$ cat src/rtl/ss_adc_sequencer.sv
// Single-slope ADC conversion sequencer: discharge/settle, ramp count, capture on first comparator rise.
// Latency: SETTLE cycles discharge, up to 2^WIDTH ramp cycles, result valid 2 cycles after comparator rise.
// Backpressure: result held in DONE until o_data_ready; start is only accepted in IDLE or with the DONE handshake.
module ss_adc_sequencer #(
   parameter int WIDTH  = 8,
   parameter int SETTLE = 4
) (
   input  logic             i_clk,
   input  logic             i_rst,
   input  logic             i_start,
   input  logic             i_cmp,
   output logic             o_ramp_rst,
   output logic             o_ramp_en,
   output logic             o_busy,
   output logic             o_data_valid,
   input  logic             i_data_ready,
   output logic [WIDTH-1:0] o_data,
   output logic             o_overflow
);

   // Settle counter only has to reach SETTLE-1; keep at least one bit.
   localparam int SW = (SETTLE > 1) ? $clog2(SETTLE) : 1;

   typedef enum logic [1:0] {
      S_IDLE,
      S_SETTLE,
      S_RAMP,
      S_DONE
   } state_t;

   state_t           r_state;
   logic [SW-1:0]    r_settle;
   logic [WIDTH-1:0] r_count;
   logic [WIDTH-1:0] r_data;
   logic             r_overflow;
   logic             r_ramp_rst;
   logic             r_ramp_en;
   logic             r_busy;
   logic             r_data_valid;

   logic             r_cmp_n;
   logic             r_cmp_s;
   logic             r_cmp_q;
   logic             w_rise;

   // First comparator sampling stage on the falling edge gives the async input half a cycle to resolve.
   always_ff @(negedge i_clk or posedge i_rst) begin
      if (i_rst) r_cmp_n <= 1'b0;
      else       r_cmp_n <= i_cmp;
   end

   // Second sync stage plus a delayed copy for rising-edge detection; runs in every state.
   always_ff @(posedge i_clk or posedge i_rst) begin
      if (i_rst) begin
         r_cmp_s <= 1'b0;
         r_cmp_q <= 1'b0;
      end else begin
         r_cmp_s <= r_cmp_n;
         r_cmp_q <= r_cmp_s;
      end
   end

   // A comparator already high at ramp start never produces a rise, so that conversion saturates.
   assign w_rise = r_cmp_s & ~r_cmp_q;

   // Conversion FSM with all outputs registered alongside the state.
   always_ff @(posedge i_clk or posedge i_rst) begin
      if (i_rst) begin
         r_state      <= S_IDLE;
         r_settle     <= '0;
         r_count      <= '0;
         r_data       <= '0;
         r_overflow   <= 1'b0;
         r_ramp_rst   <= 1'b1;
         r_ramp_en    <= 1'b0;
         r_busy       <= 1'b0;
         r_data_valid <= 1'b0;
      end else begin
         case (r_state)
            S_IDLE: begin
               if (i_start) begin
                  r_state  <= S_SETTLE;
                  r_settle <= '0;
                  r_busy   <= 1'b1;
               end
            end
            S_SETTLE: begin
               r_settle <= r_settle + 1'b1;
               if (r_settle == SW'(SETTLE - 1)) begin
                  r_state    <= S_RAMP;
                  r_count    <= '0;
                  r_ramp_en  <= 1'b1;
                  r_ramp_rst <= 1'b0;
               end
            end
            S_RAMP: begin
               r_count <= r_count + 1'b1;
               // Edge wins over saturation when both happen on the last count.
               if (w_rise || (r_count == {WIDTH{1'b1}})) begin
                  r_data       <= w_rise ? r_count : {WIDTH{1'b1}};
                  r_overflow   <= ~w_rise;
                  r_state      <= S_DONE;
                  r_ramp_en    <= 1'b0;
                  r_ramp_rst   <= 1'b1;
                  r_data_valid <= 1'b1;
               end
            end
            S_DONE: begin
               if (r_data_valid && i_data_ready) begin
                  r_data_valid <= 1'b0;
                  if (i_start) begin
                     r_state  <= S_SETTLE;
                     r_settle <= '0;
                  end else begin
                     r_state <= S_IDLE;
                     r_busy  <= 1'b0;
                  end
               end
            end
            default: r_state <= S_IDLE;
         endcase
      end
   end

   assign o_ramp_rst   = r_ramp_rst;
   assign o_ramp_en    = r_ramp_en;
   assign o_busy       = r_busy;
   assign o_data_valid = r_data_valid;
   assign o_data       = r_data;
   assign o_overflow   = r_overflow;

endmodule

$ cat config.mk
export PLATFORM = sky130hd
export DESIGN_NAME = ss_adc_sequencer
export DESIGN_NICKNAME = d
export VERILOG_FILES = /design/src/rtl/ss_adc_sequencer.sv
export SDC_FILE = /design/constraint.sdc
export NUM_CORES = 1
export LEC_CHECK = 0
export CAP_MARGIN = 20
export CORE_MARGIN = 2
export CORE_UTILIZATION = 24
export CTS_BUF_LIST = sky130_fd_sc_hd__clkbuf_8
export CTS_CLUSTER_SIZE = 14
export DETAILED_ROUTE_END_ITERATION = 10
export SLEW_MARGIN = 5
export SYNTH_ARGS = -nofsm -noshare
export SYNTH_HDL_FRONTEND = slang
export SYNTH_SLANG_ARGS = --single-unit
$ cat constraint.sdc
create_clock -name i_clk -period 4.18 [get_ports i_clk]
set_input_delay 1.045 -clock i_clk [delete_from_list [all_inputs] [get_ports i_clk]]
set_output_delay 1.045 -clock i_clk [all_outputs]
set_load 0.01 [all_outputs]
==> impl_metrics.yaml, run 1 <==
route:
  vias: 965
  drtAntennaViolNets: 0
  via_per_inst: 4.55
  first_iter_violations: 34
  wirelength_um: 2500
  wire_per_inst_um: 11.8
  drc: 0
  drt_first_pass_iters: 4
setup_path:
  crit_family: "buffers and inverters"
  cp.arrival_ns: 1.44
  worstSetupStartpointType: "primary input"
  cp.required_ns: 2.22
  crit_type: "in -> reg"
  crit_path_max_fanout: 1
  crit_path_end_kind: "flip-flop"
  cp_num_buf_inv: 1
  cp_slowest_cell: "clkdlybuf4s50_1"
  crit_path_max_incr_delay_ns: 0.39
  cp_cell_sequence: "clkdlybuf4s50_1"
sta:
  setup_violations: 0
  maxSlewHeadroom_pct: 45.7
  finalMaxSlewViolations: 0
  fin_worst_skew_ns: 0.0102
  rsz0062_at_grt: "false"
  tightest_slew_ns: 0.792
  hold_viol: 0
  finalSetupTns_ns: 0
synthesis:
  synth_ff_type: "dfrtp_1"
  synth_edf_count: 0
  syn_nets: 131
  syn_area_mm2: 0.00138
  yosys_warnings: 0
  synth_seq_area_share_pct: 50.8
  synth-seq-cells: 28
  synth_cell_types: 40
  ys_async_sr_fraction_pct: 100
  syn_area_per_cell_um2: 11.5
  synthCells: 120
power:
  ir_worst_vdd_v: 0.000226
  p_total_mw: 1.11
  p_leak_nw: 0.704
  p_per_area_mw_per_mm2: 659
clock_network:
  clkTransAtPathRegs_ns: 0.09
  cts_tree: "built"
  cts_max_path_buffers: 2
  postCtsSetupBuffers: 0
  cts_root_buf: "clkbuf_8"
  cts_resized: 0
  cts_hold_buf: 0
  clk_latency_ns: 0.28
  cts_buffers: 3
  clkSinkCount: 28
  cts_max_level: 1
floorplanning:
  die_h_um: 79.9
  core_area_mm2: 0.00554
  rows: 27
  start_util_pct: 24.9
  num_io_pins: 18
  chipWidth_um: 79.9
  dieArea_mm2: 0.00638
run:
  maxCapViolations: 0
global_routing:
  grt.total_usage_pct: 8.72
  antenna_found_initial: 0
  overflow: 0
  grt_pass1_vias: 960
  grt_pass1_wl_um: 4490
  grt_max_degree: 28
worst_hold_path:
  min_path_type: "reg -> reg"
place:
  gp_congestion: 0.766
  hpwl_um: 1800
  port-buffer-count: 17
final_layout:
  seq_area_um2: 702
  final_layout_size_suffix_gt1_share_pct: 11.4
  fillCellCount: 582
  antenna_cells: 0
  post-route-util_pct: 30.4
  syn2layout_area_growth_pct: 21.9
  final_nets: 152
  multi_input_area_um2: 647
outcome:
  status: "complete, no violations"
-- cells in the final DEF (no fill, tap or decap), types with 2 or more instances in the layout --
cell / instances
o31ai_1: 4
and2b_2: 2
o22a_1: 8
clkdlybuf4s50_1: 17
mux2i_1: 3
a21oi_1: 4
ha_1: 6
dfrtp_1: 26
clkbuf_8: 3
nand2_1: 12
nor2_1: 5
inv_1: 7
a21o_1: 2
o21ai_0: 9
nand3_1: 5
-- stage by stage --
stage / hold slack [ns] / instances / cell area, um^2 / worst slack, ns
after floorplan: 0.348 / 120 / 1380 / 0.554
after global placement: 0.361 / 208 / 1640 / 0.492
after detailed placement: 0.356 / 208 / 1640 / 0.487
after CTS: 0.386 / 212 / 1680 / 0.787
after global routing: 0.399 / 212 / 1680 / 0.776
final: 0.380 / 212 / 1680 / 0.785
-- per-layer routing --
layer / wire length [um] / up-vias / track usage [%]
met3: 56 / 5 / 1.47
met5: 0 / - / 0
met1: 1330 / 458 / 12.4
li1: - / 490 / -
met4: 44 / 0 / 3.56
met2: 1070 / 12 / 13.0
-- cell type report --
| cell class | count | area share, % |
|---|---|---|
| flip-flops and latches | 28 | 41.7 |
| multi-input cells | 84 | 38.4 |
| repair buffers | 18 | 10.5 |
| well taps | 72 | 5.35 |
| clock buffers | 3 | 2.45 |
| inverters | 6 | 1.34 |
| clock inverters | 1 | 0.223 |
-- path summary, 6_finish.rpt --
check	cells past startpoint	to	slack, ns	from
min	0	r_cmp_q	0.38	r_cmp_s
min in group asynchronous	3	o_busy	1.18	i_rst
max	1	r_cmp_n	0.79	i_cmp
max in group asynchronous	2	r_cmp_n	1.15	i_rst
min reg2reg	0	r_cmp_q	0.38	r_cmp_s
max reg2reg	0	r_cmp_s	1.64	r_cmp_n
-- power by group --
group	internal, mW	switching, mW	leakage (nW)
Combinational	0.281	0.248	0.332
Sequential	0.364	0.0697	0.344
Clock	0.0659	0.0803	0.0269
-- sequential cells by signal, summed over array words and instances (netlist names) --
signal and flops:
r_count 8, o_busy 1, o_data 8, r_cmp_n 1
r_settle 2, r_cmp_s 1, o_ramp_rst 1, o_ramp_en 1
r_state 2, o_data_valid 1, r_cmp_q 1, o_overflow 1
-- cells in the mapped netlist, drive strengths merged (2+ instances only) --
| cell type | n | area, um^2 |
|---|---|---|
| nand3 | 5 | 25.0 |
| and2b | 2 | 17.5 |
| o21ai | 9 | 45.0 |
| o31ai | 4 | 30.0 |
| nor2 | 6 | 30.0 |
| a21oi | 4 | 20.0 |
| nand2 | 12 | 45.0 |
| inv | 6 | 22.5 |
| and3 | 2 | 17.5 |
| a21o | 2 | 15.0 |
| nand2b | 2 | 20.0 |
| o22a | 8 | 70.1 |
| buf | 2 | 10.0 |
| ha | 6 | 75.1 |
| dfrtp | 26 | 651 |
| mux2i | 3 | 30.0 |
-- logic make-up (layout without fill, tap and decap cells) --
| group | count (synthesis) | count (layout) | synth area share [%] |
|---|---|---|---|
| adder cells (fa/ha/maj) | 6 | 6 | 5.43 |
| flip-flops | 28 | 28 | 50.8 |
| buffers and inverters | 8 | 28 | 2.35 |
| AO/OA/AOI/OAI | 40 | 40 | 24.0 |
| multiplexers | 4 | 4 | 3.26 |
| AND/OR/NAND/NOR | 34 | 34 | 14.1 |
Power figures use the tool's default switching activity.
==> run 2, diff against run 1 <==
==> constraint.sdc (replaced) <==
create_clock -name i_clk -period 3.1 [get_ports i_clk]
set_input_delay 0.775 -clock i_clk [delete_from_list [all_inputs] [get_ports i_clk]]
set_output_delay 0.775 -clock i_clk [all_outputs]
set_load 0.01 [all_outputs]
==> run 2 against run 1 <==
Net effect:
- critical path depth unchanged
- routed wire length down 0.92%
- global-route usage down 0.061 points
- setup slack worse by 0.27 ns
- die area unchanged
- clock skew down 0.0010 ns
- sequential power up 35%
==> impl_metrics.yaml, run 2 (synthesized netlist as in run 1, its figures left out) <==
setup_path:
  crit_path_max_incr_delay_ns: 0.39
  crit_type: "in -> reg"
  cp_num_buf_inv: 1
  cp.required_ns: 1.68
  path_depth: 1
  crit_family: "buffers and inverters"
  crit_path_end_kind: "flip-flop"
  r2r_cells: 6
  cp_slowest_cell: "clkdlybuf4s50_1"
  crit_path_max_fanout: 1
  cp_cell_sequence: "clkdlybuf4s50_1"
  worstSetupStartpointType: "primary input"
  cp.arrival_ns: 1.17
power:
  p_leak_nw: 0.717
  clock_power_share_pct: 18.0
  ir_worst_vdd_v: 0.000327
  sw_frac_of_total_pct: 34.2
  p_int_mw: 1.05
  p_comb_share_pct: 45.6
  p_sw_uw: 546
  p_total_mw: 1.60
  p_per_area_mw_per_mm2: 930
  p_seq_share_pct: 36.5
final_layout:
  final_layout_size_suffix_gt1_share_pct: 12.8
  final_nets: 153
  final_cells: 213
  mostFrequentLayoutCells: "dfrtp_1 (26), clkdlybuf4s50_1 (17), nand2_1 (12), o21ai_0 (9), o22a_1 (8)"
  post-route-util_pct: 31.0
  mostFrequentLayoutCell: "dfrtp_1"
  syn2layout_area_growth_pct: 24.4
  fin_area_mm2: 0.00172
  antenna_cells: 0
global_routing:
  overflow: 0
  antenna_found_initial: 0
  grt.total_usage_pct: 8.66
  grt_pass1_wl_um: 4440
  grt_pass1_vias: 969
  grt_max_degree: 28
route:
  wirelength_um: 2480
  wire_per_inst_um: 11.6
  drt_first_pass_iters: 4
  first_iter_violations: 10
  drtAntennaViolNets: 0
  vias: 988
  via_per_inst: 4.64
  drc: 0
floorplanning:
  core_area_mm2: 0.00554
  num_io_pins: 18
  start_util_pct: 24.9
  chipWidth_um: 79.9
  rows: 27
  die_h_um: 79.9
  dieArea_mm2: 0.00638
clock_network:
  clkTransAtPathRegs_ns: 0.10
  cts_max_path_buffers: 2
  cts_max_level: 1
  cts_tree: "built"
  postCtsSetupBuffers: 0
  clkSinkCount: 28
  cts_root_buf: "clkbuf_8"
  cts_buffers: 3
  cts_hold_buf: 0
  cts_resized: 0
  clk_latency_ns: 0.28
sta:
  hold-worst-slack_ns: 0.382
  hold_viol: 0
  finalMaxSlewViolations: 0
  worst_slack_ns: 0.515
  tightest_slew_ns: 0.456
  setup_violations: 0
  maxSlewHeadroom_pct: 69.6
  fin_worst_skew_ns: 0.00919
  rsz0062_at_grt: "false"
  finalSetupTns_ns: 0
place:
  placed_cell_area_mm2: 0.00165
  place_ws_ns: 0.215
  gp_congestion: 0.763
  place_inst: 209
  hpwl_um: 1800
  port-buffer-count: 17
worst_hold_path:
  hold_depth: 0
  min_path_type: "reg -> reg"
outcome:
  status: "complete, no violations"
run:
  maxCapViolations: 0
run 2: final timing paths:
check	startpoint	end	slack (ns)
max	i_cmp	r_cmp_n	0.51
max reg2reg	r_state[0]	r_state[1]	0.91
min	r_cmp_s	r_cmp_q	0.38
max in group asynchronous	i_rst	r_cmp_n	0.88
min in group asynchronous	i_rst	r_count[5]	0.91
min reg2reg	r_cmp_s	r_cmp_q	0.38
run 2: final cells by class:
| class | instances | area (um^2) |
|---|---|---|
| Fill cell | 568 | 3820 |
| Sequential cell | 28 | 702 |
| Multi-Input combinational cell | 84 | 647 |
| Timing Repair Buffer | 19 | 185 |
| Tap cell | 72 | 90.1 |
| Clock buffer | 3 | 41.3 |
| Clock inverter | 1 | 30.0 |
| Inverter | 6 | 22.5 |
run 2: power groups by stage:
stage / clock, mW / combinational [mW] / sequential [mW]
after floorplan: 0 / 0.440 / 0.616
after global placement: 0 / 0.728 / 0.590
after global routing: 0.311 / 0.802 / 0.605
after CTS: 0.295 / 0.734 / 0.585
final: 0.287 / 0.728 / 0.583
after detailed placement: 0 / 0.730 / 0.591
run 2: per-layer routing:
metal | wire length (um) | track usage, % | up-vias
met4 | 38 | 4.07 | 0
met5 | 0 | 0 | -
met3 | 54 | 1.13 | 4
met1 | 1290 | 12.3 | 478
li1 | - | - | 491
met2 | 1100 | 13.0 | 15
